===== src/rtl/enc_pkg.sv =====
// Shared types for the priority-encoder family (comb core and pipelined wrapper).
package enc_pkg;

    // Priority direction: which set bit wins when several are set.
    typedef enum logic {
        PRIO_LSB = 1'b0,
        PRIO_MSB = 1'b1
    } prio_mode_e;

    // Default geometry of the pipelined encoder.
    localparam int DEF_WIDTH     = 8;
    localparam int DEF_ERR_CNT_W = 8;

endpackage : enc_pkg


===== src/rtl/prio_enc_comb.sv =====
// Purely combinational WIDTH-to-index priority encoder with zero/multi-hot flags.
// Reusable by arbiters; no state, no clock.
module prio_enc_comb
    import enc_pkg::*;
#(
    parameter  int WIDTH = 8,
    localparam int OUT_W = $clog2(WIDTH)
) (
    input  logic [WIDTH-1:0] d,
    input  logic             msb_first,
    output logic [OUT_W-1:0] idx,
    output logic             zero,
    output logic             multi
);

    prio_mode_e       w_mode;
    logic [OUT_W-1:0] w_lsb;
    logic [OUT_W-1:0] w_msb;
    logic             w_found;
    logic             w_multi;

    assign w_mode = prio_mode_e'(msb_first);

    // Single upward scan: first set bit is the LSB winner, last set bit is the MSB winner.
    always_comb begin
        w_lsb   = '0;
        w_msb   = '0;
        w_found = 1'b0;
        w_multi = 1'b0;
        for (int i = 0; i < WIDTH; i++) begin
            w_multi = w_multi | (d[i] & w_found);
            w_lsb   = (d[i] && !w_found) ? OUT_W'(i) : w_lsb;
            w_msb   = d[i] ? OUT_W'(i) : w_msb;
            w_found = w_found | d[i];
        end
    end

    // Both candidates are zero for an all-zero vector, so idx is 0 in that case.
    assign idx   = (w_mode == PRIO_MSB) ? w_msb : w_lsb;
    assign zero  = ~w_found;
    assign multi = w_multi;

endmodule : prio_enc_comb


===== src/rtl/prio_encoder_pipe_chk.sv =====
// Protocol checks for prio_encoder_pipe: known data on accept, stable output while stalled.
module prio_encoder_pipe_chk #(
    parameter int WIDTH = 8,
    parameter int OUT_W = 3
) (
    input logic             clk_i,
    input logic             rst_i,
    input logic             valid_i,
    input logic             ready_o,
    input logic [WIDTH-1:0] d_i,
    input logic             msb_first_i,
    input logic             valid_o,
    input logic             ready_i,
    input logic [OUT_W-1:0] y_o,
    input logic             zero_o,
    input logic             multi_o
);

    // Data and mode must be fully known whenever they are actually captured.
    a_known_on_accept : assert property (@(posedge clk_i) disable iff (rst_i)
        (valid_i && ready_o) |-> !$isunknown({d_i, msb_first_i}));

    // A held result must not change until downstream takes it.
    a_stall_stable : assert property (@(posedge clk_i) disable iff (rst_i)
        (valid_o && !ready_i) |=> (valid_o && $stable(y_o) && $stable(zero_o) && $stable(multi_o)));

endmodule : prio_encoder_pipe_chk


===== src/rtl/prio_encoder_pipe.sv =====
// Priority encoder with a registered valid/ready output stage and a saturating
// counter of accepted vectors that were zero or multi-hot.
module prio_encoder_pipe
    import enc_pkg::*;
#(
    parameter  int WIDTH     = DEF_WIDTH,
    parameter  int ERR_CNT_W = DEF_ERR_CNT_W,
    localparam int OUT_W     = $clog2(WIDTH)
) (
    input  logic                 clk_i,
    input  logic                 rst_i,
    input  logic                 valid_i,
    output logic                 ready_o,
    input  logic [WIDTH-1:0]     d_i,
    input  logic                 msb_first_i,
    output logic                 valid_o,
    input  logic                 ready_i,
    output logic [OUT_W-1:0]     y_o,
    output logic                 zero_o,
    output logic                 multi_o,
    input  logic                 err_clr_i,
    output logic [ERR_CNT_W-1:0] err_cnt_o
);

    typedef struct packed {
        logic [OUT_W-1:0] idx;
        logic             zero;
        logic             multi;
    } enc_result_t;

    localparam logic [ERR_CNT_W-1:0] CNT_MAX = {ERR_CNT_W{1'b1}};

    enc_result_t          w_res;
    enc_result_t          r_res;
    logic                 r_valid;
    logic [ERR_CNT_W-1:0] r_err_cnt;
    logic                 w_accept;
    logic                 w_bad;

    prio_enc_comb #(
        .WIDTH (WIDTH)
    ) u_enc (
        .d         (d_i),
        .msb_first (msb_first_i),
        .idx       (w_res.idx),
        .zero      (w_res.zero),
        .multi     (w_res.multi)
    );

    // The output register can take a new vector when empty or being drained now.
    assign ready_o  = !r_valid || ready_i;
    assign w_accept = valid_i && ready_o;
    assign w_bad    = w_res.zero || w_res.multi;

    // Output stage: load on accept, clear on drain without refill, hold on stall.
    always_ff @(posedge clk_i or posedge rst_i) begin
        if (rst_i) begin
            r_valid <= 1'b0;
            r_res   <= '0;
        end else if (w_accept) begin
            r_valid <= 1'b1;
            r_res   <= w_res;
        end else if (ready_i) begin
            r_valid <= 1'b0;
        end else begin
            r_valid <= r_valid;
        end
    end

    // Error counter: clear has priority, otherwise saturating increment on bad accepts.
    always_ff @(posedge clk_i or posedge rst_i) begin
        if (rst_i) begin
            r_err_cnt <= '0;
        end else if (err_clr_i) begin
            r_err_cnt <= '0;
        end else if (w_accept && w_bad && (r_err_cnt != CNT_MAX)) begin
            r_err_cnt <= r_err_cnt + ERR_CNT_W'(1);
        end else begin
            r_err_cnt <= r_err_cnt;
        end
    end

    assign valid_o   = r_valid;
    assign y_o       = r_res.idx;
    assign zero_o    = r_res.zero;
    assign multi_o   = r_res.multi;
    assign err_cnt_o = r_err_cnt;

    prio_encoder_pipe_chk #(
        .WIDTH (WIDTH),
        .OUT_W (OUT_W)
    ) u_chk (
        .clk_i       (clk_i),
        .rst_i       (rst_i),
        .valid_i     (valid_i),
        .ready_o     (ready_o),
        .d_i         (d_i),
        .msb_first_i (msb_first_i),
        .valid_o     (valid_o),
        .ready_i     (ready_i),
        .y_o         (y_o),
        .zero_o      (zero_o),
        .multi_o     (multi_o)
    );

endmodule : prio_encoder_pipe


===== config.mk =====
export PLATFORM = sky130hd
export DESIGN_NAME = prio_encoder_pipe
export DESIGN_NICKNAME = d
export VERILOG_FILES = /design/src/rtl/enc_pkg.sv /design/src/rtl/prio_enc_comb.sv /design/src/rtl/prio_encoder_pipe_chk.sv /design/src/rtl/prio_encoder_pipe.sv
export SDC_FILE = /design/constraint.sdc
export NUM_CORES = 1
export LEC_CHECK = 0
export ABC_AREA = 1
export BUFFER_PORTS_ARGS = -buffer_cell sky130_fd_sc_hd__clkbuf_2
export CAP_MARGIN = 30
export CORE_MARGIN = 5
export CORE_UTILIZATION = 47
export DETAILED_ROUTE_END_ITERATION = 7
export PLACE_DENSITY = 0.79
export SYNTH_ARGS = -nofsm -noshare
export SYNTH_HDL_FRONTEND = slang
export SYNTH_SLANG_ARGS = --single-unit
export TNS_END_PERCENT = 1

===== constraint.sdc =====
create_clock -name clk_i -period 1.9 [get_ports clk_i]
set_input_delay 0.38 -clock clk_i [delete_from_list [all_inputs] [get_ports clk_i]]
set_output_delay 0.38 -clock clk_i [all_outputs]
set_load 0.02 [all_outputs]

==> run_results.csv <==
group,metric,value,unit
placed_design,port_buffers,28,
global_routing,grt_first_pass_wirelength,4090,um
cts,cts_made_buffers,3,
logic_synthesis,synth_cell_types,26,
cts,clkLatencyLatePin,280,ps
logic_synthesis,yosysTopAreaCellShare,0.353,
floorplan,die_y,55.9,um
cts,cts_root_buf,"clkbuf_4",
sta,min_period_over_period,0.853,
sta,fin_tns_setup,0,ps
finish,fillers,194,
worst_setup_path,worstPathArrival,1790,ps
floorplan,rows,16,
detailed_routing,drt_iter0_markers,23,
logic_synthesis,synthFlopType,"dfrtp_1",
finish,num_antenna_cells,0,
logic_synthesis,synth_seq_area_share,0.353,
cts,cts_hold_buffers,0,
cts,cts_sinks,14,
global_routing,grt_pass1_vias,982,
logic_synthesis,synthTopCellsByCount,"nand2_1, inv_1, dfrtp_1, nand3_1, nor2_1",
power_and_ir_drop,p_total,0.683,mW
min_path,min_path_type,"input pin to asynchronous set/reset pin",
sta,tightest_slew,544,ps
worst_setup_path,crit_path_end_kind,"flip-flop",
detailed_routing,finalWirelength,2250,um
worst_setup_path,critPathKind,"flip-flop to flip-flop",
power_and_ir_drop,leakage,0.616,nW
cts,cts.htree.levels,1,
detailed_routing,wl_per_cell,11.8,um
run,maxCapViolCount,0,
power_and_ir_drop,ir_worst_vdd,0.385,mV
sta,slew-limit-headroom,0.637,
sta,period_needed,1620,ps
cts,cts_resized,0,
floorplan,die_w,55.9,um
placed_design,hpwl,1860,um
sta,max_freq,0.617,GHz
sta,hold_ws,109,ps
worst_setup_path,worstPathMaxFanout,9,
logic_synthesis,syn_inst,132,
global_routing,grt_max_degree,15,
cts,cts_tree,"done",
sta,rsz0062_at_grt,"false",
floorplan,initial_core_util,0.501,
detailed_routing,viasPerCell,5.01,
floorplan,core,1980,sq um
logic_synthesis,ys_top_cells_by_area,"dfrtp_1, nand2_1, inv_1, nand3_1, nor2_4",
floorplan,ios,29,
detailed_routing,num_vias,952,
finish,fin_nets,180,
worst_setup_path,critPathLaunchType,"flip-flop",
sta,finalHoldViolations,0,
cts,clk_pin_slew,80,ps
cts,post_cts.repair.setup_buffers,0,
logic_synthesis,yosysWarnings,0,
detailed_routing,ant_nets,0,
logic_synthesis,synth_nets,147,
detailed_routing,drc_errors,0,
logic_synthesis,ys_async_sr_fraction,1.00,
finish,stdcell_count,190,
logic_synthesis,synth_edf_count,0,
sta,slew_violations,0,
global_routing,grt_overflow,0,
detailed_routing,firstDrtPassIters,4,
run_status,status,"completed",
finish,drive_above_1_share,0.307,
global_routing,antenna_found_initial,0,
placed_design,place_congestion,0.865,
logic_synthesis,synth_most_common_cell,"nand2_1",
logic_synthesis,netlist_area,992,sq um
worst_setup_path,required,2060,ps
placed_design,dp.cells,187,
global_routing,grt_use_total,0.162,
finish,areaGrowthSynthToFinish,20.6,%
logic_synthesis,avgSynthCellArea,7.52,sq um
logic_synthesis,ys_seq_elements,14,
logic_synthesis,synth_top_area_cell,"dfrtp_1",
power_and_ir_drop,power_density,571,nW/um^2
cts,cts_buffer_depth,2,
sta,clock_skew,4.38,ps
sta,setup_viol,0,
floorplan,fp.dieArea,3130,sq um
[per-stage QoR]
stage	setup slack (ps)	instance area, sq um	utilization
finish	279	1200	0.604
global route	145	1200	0.604
CTS	169	1190	0.601
detailed placement	172	1170	0.590
global placement	270	1170	0.590
floorplan	271	992	-
[logic make-up after synthesis]
kind of cell / after synthesis / share of synthesized area
simple gates: 76 / 0.404
buf+inv: 21 / 0.0807
compound gates: 15 / 0.103
flops: 14 / 0.353
xor+xnor: 4 / 0.0353
mux: 1 / 0.0113
fa+ha+maj: 1 / 0.0126
[metal layers]
layer | wire [um] | vias to the layer above | share of wire | GRT usage
met5 | 0 | - | 0 | 0
met4 | 31 | 0 | 0.014 | 0.0746
met3 | 120 | 5 | 0.053 | 0.0510
met2 | 1120 | 29 | 0.50 | 0.280
met1 | 972 | 433 | 0.43 | 0.180
li1 | - | 485 | - | -
[critical path, cell delays in order (launching register included)]
cell and delay (ps):
dfrtp_1 420, ha_1 200, nand2_1 90, nor3_2 220, nand3_1 150, nand3_4 170, nand2_4 100, nand2_1 90
nand2_1 70
[registers in the layout (all words and copies together) (netlist names)]
signal and cells:
valid_o 1, y_o 3, zero_o 1, err_cnt_o 8, multi_o 1
[layout by cell type (no fill, tap or decap), types with 2 or more instances in the layout]
cell type	synthesis	final
o211ai_1	2	2
a21oi_1	2	2
dfrtp_1	14	14
xor2_1	3	3
nand3_4	2	2
nor2_1	13	13
nand2_1	32	32
nor2_4	5	5
clkbuf_2	0	28
inv_1	19	19
nand2_2	5	5
clkbuf_4	0	3
nand3_1	14	14
o21ai_0	6	6
[report_power, final]
part | total (mW) | switching (mW) | leakage (nW) | internal, mW
combinational | 0.182 | 0.120 | 0.422 | 0.0612
clock | 0.166 | 0.0921 | 0.0138 | 0.0736
sequential | 0.336 | 0.0176 | 0.179 | 0.318
[path summary, 6_finish.rpt]
kind / from / to / slack, ps / cells after the start
worst min-delay path: rst_i / err_cnt_o[2] / 110 / 2
worst max register to register: err_cnt_o[0] / err_cnt_o[3] / 280 / 8
max in group asynchronous: rst_i / y_o[2] / 1430 / 2
min in group clk_i: valid_i / valid_o / 310 / 3
worst min register to register: multi_o / multi_o / 520 / 1
worst max-delay path: err_cnt_o[0] / err_cnt_o[3] / 280 / 8
[cell type report]
type | count | area (sq um) | area share
clock buffers | 3 | 22.5 | 0.0188
inverters | 20 | 75.1 | 0.0628
multi-input cells | 97 | 567 | 0.474
flip-flops and latches | 14 | 350 | 0.293
well taps | 27 | 33.8 | 0.0282
repair buffers | 29 | 148 | 0.123
(Power assumes the default switching activity.)
